### src/rtl/blur_pkg.sv
// Types and constants shared by the blur scheduler, the blur datapath and the HSV conversion.
package blur_pkg;

  typedef enum logic [1:0] {
    RUN   = 2'd0,
    PEND  = 2'd1,
    FLUSH = 2'd2
  } state_t;

  localparam int SEL_W        = 4;
  localparam int CNT_W        = 13;
  localparam int H_ACTIVE_DEF = 640;
  localparam int V_ACTIVE_DEF = 480;

endpackage

### src/rtl/blur_sched_ptr.sv
// Line/frame-end detector: flags the last active pixel of a line and of a frame.
module blur_sched_ptr
  import blur_pkg::*;
#(
  parameter int H_ACTIVE = H_ACTIVE_DEF,
  parameter int V_ACTIVE = V_ACTIVE_DEF
) (
  input  logic             pix_valid,
  input  logic [CNT_W-1:0] x_count,
  input  logic [CNT_W-1:0] y_count,
  output logic             line_end,
  output logic             frame_end
);

  localparam logic [CNT_W-1:0] X_LAST = CNT_W'(H_ACTIVE - 1);
  localparam logic [CNT_W-1:0] Y_LAST = CNT_W'(V_ACTIVE - 1);

  assign line_end  = pix_valid && (x_count == X_LAST);
  assign frame_end = line_end && (y_count == Y_LAST);

endmodule

### src/rtl/blur_sched.sv
// Frame-synchronous filter-select scheduler: applies requested filter codes only at frame
// boundaries and holds the downstream mux in bypass while the blur line buffers refill.
module blur_sched
  import blur_pkg::*;
#(
  parameter int H_ACTIVE    = H_ACTIVE_DEF,
  parameter int V_ACTIVE    = V_ACTIVE_DEF,
  parameter int FLUSH_LINES = 2,
  parameter int MAX_SEL     = 9,
  parameter int DEFAULT_SEL = 0
) (
  input  logic             clk,
  input  logic             rst,
  input  logic             pix_valid,
  input  logic [CNT_W-1:0] x_count,
  input  logic [CNT_W-1:0] y_count,
  input  logic             req_stb,
  input  logic [SEL_W-1:0] req_sel,
  output logic [SEL_W-1:0] filt_sel,
  output logic             bypass,
  output logic             busy,
  output logic             applied,
  output logic             req_err
);

  localparam logic [3:0]       FLUSH_LAST = (FLUSH_LINES == 0) ? 4'd0 : 4'(FLUSH_LINES - 1);
  localparam logic [SEL_W-1:0] SEL_MAX    = SEL_W'(MAX_SEL);
  localparam logic [SEL_W-1:0] SEL_RST    = SEL_W'(DEFAULT_SEL);

  state_t           state_reg;
  logic [SEL_W-1:0] pend_sel_reg;
  logic             pend_flag_reg;
  logic [3:0]       cnt_reg;

  logic             line_end;
  logic             frame_end;
  logic             legal;
  logic             accept_run;
  logic             apply_go;
  logic [SEL_W-1:0] eff_sel;

  blur_sched_ptr #(
    .H_ACTIVE (H_ACTIVE),
    .V_ACTIVE (V_ACTIVE)
  ) u_ptr (
    .pix_valid (pix_valid),
    .x_count   (x_count),
    .y_count   (y_count),
    .line_end  (line_end),
    .frame_end (frame_end)
  );

  // A differing request landing on the frame-end beat while idle applies straight away.
  always_comb begin
    legal      = req_stb && (req_sel <= SEL_MAX);
    eff_sel    = legal ? req_sel : pend_sel_reg;
    accept_run = (state_reg == RUN) && legal && (req_sel != filt_sel);
    apply_go   = frame_end && ((state_reg == PEND) || accept_run);
  end

  always_ff @(posedge clk or negedge rst) begin
    if (!rst) begin
      state_reg     <= RUN;
      pend_sel_reg  <= SEL_RST;
      pend_flag_reg <= 1'b0;
      cnt_reg       <= 4'd0;
      filt_sel      <= SEL_RST;
      bypass        <= 1'b0;
      busy          <= 1'b0;
      applied       <= 1'b0;
      req_err       <= 1'b0;
    end else begin
      applied <= 1'b0;
      req_err <= req_stb && !legal;
      if (legal) pend_sel_reg <= req_sel;

      if (apply_go) begin
        pend_flag_reg <= 1'b0;
        if (eff_sel != filt_sel) begin
          filt_sel <= eff_sel;
          applied  <= 1'b1;
          if (FLUSH_LINES > 0) begin
            bypass    <= 1'b1;
            cnt_reg   <= 4'd0;
            state_reg <= FLUSH;
            busy      <= 1'b1;
          end else begin
            state_reg <= RUN;
            busy      <= 1'b0;
          end
        end else begin
          state_reg <= RUN;
          busy      <= 1'b0;
        end
      end else begin
        case (state_reg)
          RUN: begin
            if (accept_run) begin
              pend_flag_reg <= 1'b1;
              state_reg     <= PEND;
              busy          <= 1'b1;
            end
          end
          PEND: begin
            if (legal) pend_flag_reg <= 1'b1;
          end
          FLUSH: begin
            if (legal) pend_flag_reg <= 1'b1;
            // frame_end here only counts as a line end; filt_sel is frozen mid-flush.
            if (line_end) begin
              if (cnt_reg == FLUSH_LAST) begin
                bypass <= 1'b0;
                if (pend_flag_reg || legal) begin
                  state_reg <= PEND;
                  busy      <= 1'b1;
                end else begin
                  state_reg <= RUN;
                  busy      <= 1'b0;
                end
              end else begin
                cnt_reg <= cnt_reg + 4'd1;
              end
            end
          end
          default: begin
            state_reg <= RUN;
            busy      <= 1'b0;
          end
        endcase
      end
    end
  end

endmodule

### config.mk
export PLATFORM = sky130hd
export DESIGN_NAME = blur_sched
export DESIGN_NICKNAME = d
export VERILOG_FILES = /design/src/rtl/blur_pkg.sv /design/src/rtl/blur_sched_ptr.sv /design/src/rtl/blur_sched.sv
export SDC_FILE = /design/constraint.sdc
export NUM_CORES = 1
export LEC_CHECK = 0
export CORE_MARGIN = 1.5
export CORE_UTILIZATION = 48
export DETAILED_ROUTE_END_ITERATION = 16
export PLACE_DENSITY = 0.89
export SYNTH_ARGS = -nofsm -noshare
export SYNTH_HDL_FRONTEND = slang
export SYNTH_SLANG_ARGS = --single-unit
### constraint.sdc
create_clock -name clk -period 6.15 [get_ports clk]
set_input_delay 1.23 -clock clk [delete_from_list [all_inputs] [get_ports clk]]
set_output_delay 1.23 -clock clk [all_outputs]
set_load 0.01 [all_outputs]
==> results.toml <==
[outcome]
run_status = "complete, no violations"

[yosys]
synth_ff_type = "dfrtp_1"
synth-seq-area-share = 0.403
netlist_instances = 116
synth_edf_count = 0
ys_ff_latch = 19
synth_top_area_cell = "dfrtp_1"
synth_cell_types = 41
synth_top_area_frac = 0.403
synth_async_sr_flop_share = 1.00
avgSynthCellArea_um2 = 10.2
synth.net_count = 156
synthTopCellsByArea = "dfrtp_1 (40%), ha_1 (6.4%), xnor2_1 (5.2%)"
netlist_area_um2 = 1180
yosys_warnings = 0

[placement]
port_buffers = 41
place_congestion = 0.888
dp.cells = 184
hpwl_um = 2230

[drt]
vias = 1029
totalWireLength_um = 2700
dr_wl_met3_um = 90
vias_per_cell = 5.47
drt_iter0_drc = 34
dr.pass1.iters = 4
final_antenna_net_count = 0
highest_layer = "met4"
route.detailed.drc = 0
post_drt_wl_per_cell_um = 14.4
met2_length_um = 1440
wl_met1_um = 1110

[power]
leakage_nw = 0.698
clockPowerShare = 0.209
power.density_nw_per_um2 = 192
p_seq_frac = 0.449
internal_power_w = 0.000214
p_sw_frac = 0.321
combPwrFrac = 0.341
vdd_drop_max_uv = 117
p_sw_w = 0.000101

[setup_path]
r2r_setup_slack_ns = 3.73
r2r_end = "state_reg[0]"
worstPathMaxFanout = 9
crit_cells = 7
critPathCaptureType = "flop"
r2r-start = "cnt_reg[1]"
max_stage_delay_ns = 0.47
reg2regPathDepth = 8
cp_slowest_cell = "clkdlybuf4s50_1"
path_buf_inv = 1
crit_start = "req_sel[1]"
startpoint_type = "primary input"
critical_path_arrival_ns = 3.45
timing.critical_path.max_delay_family = "compound AO/OA/AOI/OAI gates"
path_class = "primary input to flop"
endpoint = "filt_sel[2]"
cp_cell_sequence = "clkdlybuf4s50_1 > o21ai_1 > and2_1 > a31oi_2 > or2_0 > a41oi_4 > mux2_4"
required_ns = 6.36

[final_layout]
fin_nets = 201
drive_above_1_share = 0.0875
fin_util = 0.721
antenna_cells = 0
final_cells = 188
syn2layout_area_growth_pct = 39.1
fillers = 162

[sta]
rsz0062_at_grt = "false"
fin_skew_ns = 0.00356
worst_pin_slew_ns = 0.822
setup_viol = 0
finalMaxSlewViolations = 0
period_share = 0.528
max-slew-margin-rel = 0.451
fin_hold_ws_ns = 0.515
max_freq_ghz = 0.308
fin_setup_tns_ns = 0
post-route-min-period_ns = 3.25
finalHoldViolations = 0

[cts]
cts-root-buf = "clkbuf_4"
worst_setup_hold_path_clk_slew_ns = 0.11
cts_resized = 0
insertion_delay_ns = 0.31
post-cts-setup-buffers = 0
numCtsBuffers = 3
clk_path_buf_depth = 2
postCtsHoldBufs = 0
cts_sinks = 19
h-tree-depth = 1
cts_tree = "built"

[job]
max_cap_violations = 0

[global_routing]
grt_antenna_before_repair = 0
grt_max_degree = 20
track_usage = 0.233
grt_first_pass_wirelength_um = 4620
grt_pass1_vias = 1082
grt-ovfl-total = 0

[floorplanning]
initial_core_util = 0.518
core_area_um2 = 2280
dieArea_um2 = 2760
ios = 42
rows = 17
die_y_um = 52.6
die_w_um = 52.6

[hold_path]
holdCritPathClass = "flop to flop"
cells by family (layout without fill, tap and decap cells):
| logic type | after synthesis | after routing | share of synthesized area |
|---|---|---|---|
| AND/OR/NAND/NOR | 45 | 45 | 0.235 |
| adder cells (fa/ha/maj) | 6 | 6 | 0.0636 |
| AO/OA/AOI/OAI | 23 | 23 | 0.148 |
| buffers and inverters | 9 | 53 | 0.0350 |
| flip-flops | 19 | 19 | 0.403 |
| multiplexers | 4 | 4 | 0.0403 |
| XOR/XNOR | 10 | 10 | 0.0742 |
routing by layer:
layer | vias up | GRT usage
li1 | 504 | -
met1 | 503 | 0.255
met2 | 17 | 0.417
met3 | 5 | 0.0343
met4 | 0 | 0.141
met5 | - | 0
synth_stat cells, types with 2 or more instances:
cell,instances
nand2_1,9
mux2_2,2
a31oi_1,5
xor2_1,3
inv_1,8
nand4_1,5
dfrtp_1,19
ha_1,6
o21ai_0,6
nor2_1,13
and2_1,2
xnor2_1,7
a21oi_1,2
nand4b_1,2
layout make-up:
class / count / area (um^2) / share of cell area
well taps: 28 / 35.0 / 0.0213
clock buffers: 3 / 22.5 / 0.0137
repair buffers: 41 / 410 / 0.250
multi-input cells: 88 / 663 / 0.404
flip-flops and latches: 19 / 475 / 0.290
inverters: 8 / 30.0 / 0.0183
clock inverters: 1 / 5.00 / 0.00305
power by group through the flow:
stage                     logic (W)  registers [W]  clock network, W
after floorplan           0.0000588       0.000145                 0
final                      0.000108       0.000142         0.0000660
after global placement     0.000102       0.000144                 0
after CTS                  0.000108       0.000142         0.0000684
after detailed placement   0.000107       0.000145                 0
after global routing       0.000121       0.000143         0.0000729
worst min path at each step:
stage	start	end	slack, ns	depth (start not counted)
after floorplan	pend_flag_reg	pend_flag_reg	0.48	2
after global placement	bypass	bypass	0.47	1
after detailed placement	bypass	bypass	0.50	1
after CTS	bypass	bypass	0.53	1
after global routing	bypass	bypass	0.54	1
final	bypass	bypass	0.52	1
metrics by stage:
| stage | cell area (um^2) | worst slack [ns] | power, W |
|---|---|---|---|
| after floorplan | 1180 | 3.28 | 0.000204 |
| after global placement | 1610 | 2.65 | 0.000246 |
| after detailed placement | 1610 | 2.58 | 0.000253 |
| after CTS | 1640 | 2.90 | 0.000319 |
| after global routing | 1640 | 2.74 | 0.000337 |
| final | 1640 | 2.90 | 0.000315 |
layout by cell type, fill, tap and decap left out, types with 3 or more instances in the layout:
cell type,n
nor2_1,13
o21ai_0,6
clkdlybuf4s50_1,41
inv_1,8
xnor2_1,7
nand2_1,9
a31oi_1,5
nand4_1,5
dfrtp_1,19
xor2_1,3
clkbuf_4,3
ha_1,6
Power figures use the tool's default switching activity.
